### src/rtl/div_unit_pkg.sv
// Shared types and constants for the iterative div/divu unit and its ID/EX users.
package div_unit_pkg;

  localparam int unsigned WIDTH  = 32;
  localparam int unsigned CNT_W  = 6;
  localparam int unsigned RES_W  = 2 * WIDTH;
  localparam int unsigned WORK_W = 2 * WIDTH + 1;

  typedef enum logic [1:0] {
    DivFree   = 2'b00,
    DivByZero = 2'b01,
    DivOn     = 2'b10,
    DivEnd    = 2'b11
  } div_state_e;

  localparam logic DivResultReady    = 1'b1;
  localparam logic DivResultNotReady = 1'b0;
  localparam logic DivStart          = 1'b1;
  localparam logic DivStop           = 1'b0;

  // ALU op and SPECIAL function codes used by the ID decode
  localparam logic [7:0] EXE_DIV_OP  = 8'b0001_1010;
  localparam logic [7:0] EXE_DIVU_OP = 8'b0001_1011;
  localparam logic [5:0] EXE_DIV     = 6'b01_1010;
  localparam logic [5:0] EXE_DIVU    = 6'b01_1011;

  typedef struct packed {
    logic [WIDTH-1:0] rem;
    logic [WIDTH-1:0] quot;
  } div_result_t;

  // Magnitude of an operand; only negative values of signed ops are complemented
  function automatic logic [WIDTH-1:0] abs_val(input logic is_signed, input logic [WIDTH-1:0] v);
    return (is_signed && v[WIDTH-1]) ? WIDTH'(-v) : v;
  endfunction

endpackage

### src/rtl/div_unit_if.sv
// EX <-> divider handshake: operands and start/annul in, {remainder, quotient} and ready out.
interface div_unit_if;
  import div_unit_pkg::*;

  logic              signed_div_i;
  logic [WIDTH-1:0]  opdata1_i;
  logic [WIDTH-1:0]  opdata2_i;
  logic              start_i;
  logic              annul_i;
  div_result_t       result_o;
  logic              ready_o;

  modport master (
    output signed_div_i, opdata1_i, opdata2_i, start_i, annul_i,
    input  result_o, ready_o
  );

  modport slave (
    input  signed_div_i, opdata1_i, opdata2_i, start_i, annul_i,
    output result_o, ready_o
  );
endinterface

### src/rtl/div_unit.sv
// Radix-2 restoring divider, one quotient bit per clock, for div/divu.
// Result is {remainder, quotient}, held while EX keeps start_i asserted.
module div_unit
  import div_unit_pkg::*;
(
  input  logic       clk,
  input  logic       rst,
  div_unit_if.slave  bus
);

  div_state_e        state_q, state_n;
  logic [CNT_W-1:0]  cnt_q, cnt_n;
  logic [WORK_W-1:0] work_q, work_n;
  logic [WIDTH-1:0]  divisor_q, divisor_n;
  logic              signed_q, signed_n;
  logic              sign1_q, sign1_n;
  logic              sign2_q, sign2_n;
  div_result_t       result_q, result_n;
  logic              ready_q, ready_n;

  logic [WIDTH:0]    diff;
  logic [WIDTH-1:0]  quot_fix;
  logic [WIDTH-1:0]  rem_fix;

  always_ff @(posedge clk or negedge rst) begin
    if (!rst) begin
      state_q   <= DivFree;
      cnt_q     <= '0;
      work_q    <= '0;
      divisor_q <= '0;
      signed_q  <= 1'b0;
      sign1_q   <= 1'b0;
      sign2_q   <= 1'b0;
      result_q  <= '0;
      ready_q   <= DivResultNotReady;
    end else begin
      state_q   <= state_n;
      cnt_q     <= cnt_n;
      work_q    <= work_n;
      divisor_q <= divisor_n;
      signed_q  <= signed_n;
      sign1_q   <= sign1_n;
      sign2_q   <= sign2_n;
      result_q  <= result_n;
      ready_q   <= ready_n;
    end
  end

  always_comb begin
    state_n   = state_q;
    cnt_n     = cnt_q;
    work_n    = work_q;
    divisor_n = divisor_q;
    signed_n  = signed_q;
    sign1_n   = sign1_q;
    sign2_n   = sign2_q;
    result_n  = result_q;
    ready_n   = ready_q;

    // Trial subtraction of the divisor from the upper partial remainder
    diff     = work_q[WORK_W-1:WIDTH] - {1'b0, divisor_q};
    quot_fix = (signed_q && (sign1_q ^ sign2_q)) ? WIDTH'(-work_q[WIDTH-1:0])
                                                 : work_q[WIDTH-1:0];
    rem_fix  = (signed_q && sign1_q) ? WIDTH'(-work_q[WORK_W-1:WIDTH+1])
                                     : work_q[WORK_W-1:WIDTH+1];

    case (state_q)
      DivFree: begin
        ready_n  = DivResultNotReady;
        result_n = '0;
        if (bus.start_i == DivStart && !bus.annul_i) begin
          if (bus.opdata2_i == '0) begin
            state_n = DivByZero;
          end else begin
            state_n   = DivOn;
            cnt_n     = '0;
            work_n    = {WIDTH'(0), abs_val(bus.signed_div_i, bus.opdata1_i), 1'b0};
            divisor_n = abs_val(bus.signed_div_i, bus.opdata2_i);
            signed_n  = bus.signed_div_i;
            sign1_n   = bus.opdata1_i[WIDTH-1];
            sign2_n   = bus.opdata2_i[WIDTH-1];
          end
        end
      end

      DivByZero: begin
        work_n   = '0;
        ready_n  = DivResultNotReady;
        result_n = '0;
        state_n  = DivEnd;
      end

      DivOn: begin
        if (bus.annul_i) begin
          state_n = DivFree;
          cnt_n   = '0;
        end else if (cnt_q == CNT_W'(WIDTH)) begin
          state_n  = DivEnd;
          cnt_n    = '0;
          result_n = '{rem: rem_fix, quot: quot_fix};
          ready_n  = DivResultReady;
        end else begin
          if (diff[WIDTH]) begin
            work_n = {work_q[WORK_W-2:0], 1'b0};
          end else begin
            work_n = {diff[WIDTH-1:0], work_q[WIDTH-1:0], 1'b1};
          end
          cnt_n = cnt_q + CNT_W'(1);
        end
      end

      DivEnd: begin
        // Hold the result until EX releases start_i; annul has no effect here
        if (bus.start_i == DivStop) begin
          state_n  = DivFree;
          ready_n  = DivResultNotReady;
          result_n = '0;
        end else begin
          ready_n = DivResultReady;
        end
      end

      default: begin
        state_n  = DivFree;
        ready_n  = DivResultNotReady;
        result_n = '0;
      end
    endcase
  end

  assign bus.result_o = result_q;
  assign bus.ready_o  = ready_q;

endmodule

### src/flat_wrapper.sv
// flat-port wrapper written by rule: the top's interface ports become plain ports
module div_unit_flat import div_unit_pkg::*;
  (clk, rst, bus_signed_div_i, bus_opdata1_i, bus_opdata2_i, bus_start_i, bus_annul_i, bus_result_o, bus_ready_o);
  div_unit_if bus_i ();
  input  logic clk;
  input  logic rst;
  input wire logic [$bits(bus_i.signed_div_i)-1:0] bus_signed_div_i;
  input wire logic [$bits(bus_i.opdata1_i)-1:0] bus_opdata1_i;
  input wire logic [$bits(bus_i.opdata2_i)-1:0] bus_opdata2_i;
  input wire logic [$bits(bus_i.start_i)-1:0] bus_start_i;
  input wire logic [$bits(bus_i.annul_i)-1:0] bus_annul_i;
  output wire logic [$bits(bus_i.result_o)-1:0] bus_result_o;
  output wire logic [$bits(bus_i.ready_o)-1:0] bus_ready_o;
  assign bus_i.signed_div_i = bus_signed_div_i;
  assign bus_i.opdata1_i = bus_opdata1_i;
  assign bus_i.opdata2_i = bus_opdata2_i;
  assign bus_i.start_i = bus_start_i;
  assign bus_i.annul_i = bus_annul_i;
  assign bus_result_o = bus_i.result_o;
  assign bus_ready_o = bus_i.ready_o;
  div_unit u_core (.clk(clk), .rst(rst), .bus(bus_i));
endmodule
### config.mk
export PLATFORM = sky130hd
export DESIGN_NAME = div_unit_flat
export DESIGN_NICKNAME = d
export VERILOG_FILES = /design/src/rtl/div_unit_pkg.sv /design/src/rtl/div_unit_if.sv /design/src/rtl/div_unit.sv /design/src/flat_wrapper.sv
export SDC_FILE = /design/constraint.sdc
export NUM_CORES = 1
export LEC_CHECK = 0
export BUFFER_PORTS_ARGS = -buffer_cell sky130_fd_sc_hd__buf_2
export CAP_MARGIN = 20
export CORE_UTILIZATION = 54
export CTS_CLUSTER_SIZE = 28
export DETAILED_ROUTE_END_ITERATION = 12
export GPL_TIMING_DRIVEN = 0
export PLACE_DENSITY = 0.78
export SLEW_MARGIN = 20
export SYNTH_ARGS = -nofsm -noshare
export SYNTH_HDL_FRONTEND = slang
export SYNTH_SLANG_ARGS = --single-unit
### constraint.sdc
create_clock -name clk -period 3 [get_ports clk]
set_clock_uncertainty 0.1 [all_clocks]
set_input_delay 0.3 -clock clk [delete_from_list [all_inputs] [get_ports clk]]
set_output_delay 0.3 -clock clk [all_outputs]
set_load 0.02 [all_outputs]
==> flow_metrics.tcl <==
set metrics [dict create \
    grt_max_degree 94 \
    die_h_um 147 \
    start_util_pct 55.6 \
    cap_violations 0 \
    cts_root_buf "clkbuf_16" \
    timing.slew.headroom_pct 33.1 \
    syn_avg_cell_area_um2 8.21 \
    clk_pin_slew_ps 70 \
    ir_drop_v 0.000465 \
    syn_inst 1384 \
    reg2regPathDepth 15 \
    die_area_um2 21600 \
    gp_congestion 0.903 \
    drt_wl_total_um 31900 \
    track_usage_pct 28.9 \
    stdcell_count 1854 \
    placed_cells 1788 \
    fillerInstances 1653 \
    critical_path_arrival_ps 3320 \
    fin_crit_sh_pct 103 \
    fin_nets 1684 \
    power_mw 11.0 \
    synthFlopType "dfrtp_1" \
    ant_nets 0 \
    via_count 10800 \
    synth_fp_nets 1497 \
    cp.required_ps 3220 \
    first_pass_iters 5 \
    num_antenna_cells 0 \
    grt-ovfl-total 0 \
    place_ws_ps -630 \
    hold_path_depth 2 \
    clock_latency_ps 450 \
    rows 52 \
    ys_ff_latch 173 \
    status "finished, violations left" \
    grt_setup_unrepaired "true" \
    cp-end-kind "flip-flop" \
    dpl.hpwl_um 23200 \
    io_pins 134 \
    setup_ws_ps -103 \
    register_area_um2 4360 \
    critPathLaunchType "flip-flop" \
    cts_sinks 173 \
    finalSetupViolations 27 \
    crit_fanout 7 \
    multi_input_area_um2 7100 \
    crit_type "flip-flop to flip-flop" \
    portBuffers 133 \
    synth_area_um2 11400 \
    path_cells "ha_4 > fa_2 > nor2b_4 > o31a_1 > o211ai_1 > buf_4 > a21oi_4 > o21ai_4 > a21oi_4 > xnor2_2 > buf_6 > buf_6 > nor3_4 > a21oi_1 > o21ai_1" \
    synth-edff-count 0 \
    slowest_delay_ps 460 \
    worst_pin_slew_ps 995 \
    async_reset_ff_share_pct 100 \
    viasPerCell 5.80 \
    max_freq_mhz 322 \
    cts_buffers 17 \
    yosys_warnings 0 \
    clockBufferDepth 2 \
    finalMaxSlewViolations 0 \
    violations "setup timing" \
    drt_iter0_drc 909 \
    drc_errors 0 \
    die_x_um 147 \
    drive_gt1_share_pct 23.3 \
    cts_htree_levels 4 \
    grt_first_pass_wirelength_um 49800 \
    cts_tree "done" \
    min_period_ps 3100 \
    syn_to_final_growth_pct 23.2 \
    antenna_found_initial 1 \
    worst_path_max_delay_cell "dfrtp_2" \
    power_leakage_nw 6.14 \
    hold_class "primary input to flip-flop" \
    grt_pass1_vias 9728 \
    seq_area_frac_synth_pct 38.1 \
    core_area_um2 20400 \
    wl_per_cell_um 17.2 \
    powerDensity_nw_per_um2 784 \
    hold_violations 0 \
    synthDistinctLibCells 71 \
]
[worst paths after layout]
kind                                          from                      end  slack (ps)
setup / recovery               u_core.divisor_q[0]        u_core.work_q[35]        -100
hold / removal                   bus_opdata1_i[31]           u_core.sign1_q          30
setup reg to reg               u_core.divisor_q[0]        u_core.work_q[35]        -100
hold reg to reg            u_core.bus.result_o[39]  u_core.bus.result_o[39]         380
max in group asynchronous                      rst         u_core.work_q[4]        1620
min in group asynchronous                      rst        u_core.work_q[51]         310
[per-stage QoR]
stage	hold slack [ps]	util (%)	setup TNS (ps)	cell area, um2
final	29.3	68.5	-1370	14000
after CTS	22.7	65.7	-330	13400
after detailed placement	215	60.7	-19070	12400
after global placement	358	60.5	-203910	12400
after global routing	30.5	68.5	-4760	14000
after floorplan	-95.6	-	0	11400
[cell usage after synthesis, drive strengths merged (12+ instances only)]
cell type / instances / area, um2
o31ai: 37 / 278
clkbuf: 50 / 190
nand2: 188 / 706
ha: 43 / 538
or3: 20 / 130
a21o: 12 / 90.1
nor3: 20 / 105
buf: 19 / 104
inv: 64 / 240
nor4: 12 / 100
xor2: 83 / 727
a21oi: 137 / 689
xnor2: 60 / 526
dfrtp: 173 / 4330
nor2: 125 / 469
o21ai: 182 / 911
nand3: 23 / 120
[cell families (layout without fill, tap and decap cells)]
family,after synthesis,count (layout),synth area share (%)
flip-flops,173,173,38.1
XOR/XNOR,143,143,11.0
AO/OA/AOI/OAI,436,436,22.2
buffers and inverters,133,333,4.70
adder cells (fa/ha/maj),44,44,4.91
multiplexers,11,11,1.02
AND/OR/NAND/NOR,444,444,18.0
[placed cells by master, fill, tap and decap left out, types with 24 or more instances in the layout]
| master | count |
|---|---|
| nor2_1 | 114 |
| nand2_1 | 185 |
| o21ai_0 | 151 |
| inv_1 | 57 |
| dfrtp_1 | 149 |
| o31ai_1 | 33 |
| clkbuf_1 | 38 |
| a21oi_1 | 119 |
| o21ai_1 | 25 |
| dfrtp_2 | 24 |
| xnor2_1 | 59 |
| buf_4 | 33 |
| buf_2 | 139 |
| xor2_1 | 83 |
[registers in the layout, indices dropped and copies added (netlist names)]
name / flops
u_core.divisor_q: 32
u_core.bus.ready_o: 1
u_core.state_q: 2
u_core.work_q: 65
u_core.sign1_q: 1
u_core.cnt_q: 6
u_core.signed_q: 1
u_core.bus.result_o: 64
u_core.sign2_q: 1
[critical path: cells and delay by family (launching register included)]
family | cells | cell delay [ps]
buffers and inverters | 3 | 490
adder cells (fa/ha/maj) | 2 | 600
flip-flops | 1 | 460
AND/OR/NAND/NOR | 2 | 180
XOR/XNOR | 1 | 160
AO/OA/AOI/OAI | 7 | 980
[where the power goes]
part	total (mW)	internal, mW	switching (mW)
Sequential	3.32	2.81	0.504
Clock	2.21	1.13	1.09
Combinational	5.45	2.02	3.44
[cell type report]
type | instances | share of cell area, %
clock buffer | 17 | 3.04
timing repair buffer | 172 | 7.31
multi-input combinational | 1078 | 50.7
clock inverter | 15 | 1.22
buffer | 65 | 2.45
sequential | 173 | 31.1
inverter | 64 | 1.72
tap | 270 | 2.41
[repair_timing]
| item | in CTS | in global routing |
|---|---|---|
| endpoints found under the hold margin | 80 | 0 |
| endpoints found under the setup margin | 43 | 82 |
| resized for setup | 64 | 147 |
| gates cloned | 1 | 1 |
| hold buffers | 1 | 0 |
| buffers inserted | 20 | 15 |
| pin swaps | 16 | 33 |
[routing by layer]
layer	global-route usage [%]	share of wire, %	up-vias
met5	0	0.041	-
met4	9.07	2.5	2
met3	5.31	7.6	65
met2	43.0	44	405
met1	42.6	46	5067
li1	-	-	5217
Note: power is estimated with default switching activity, not from simulation.
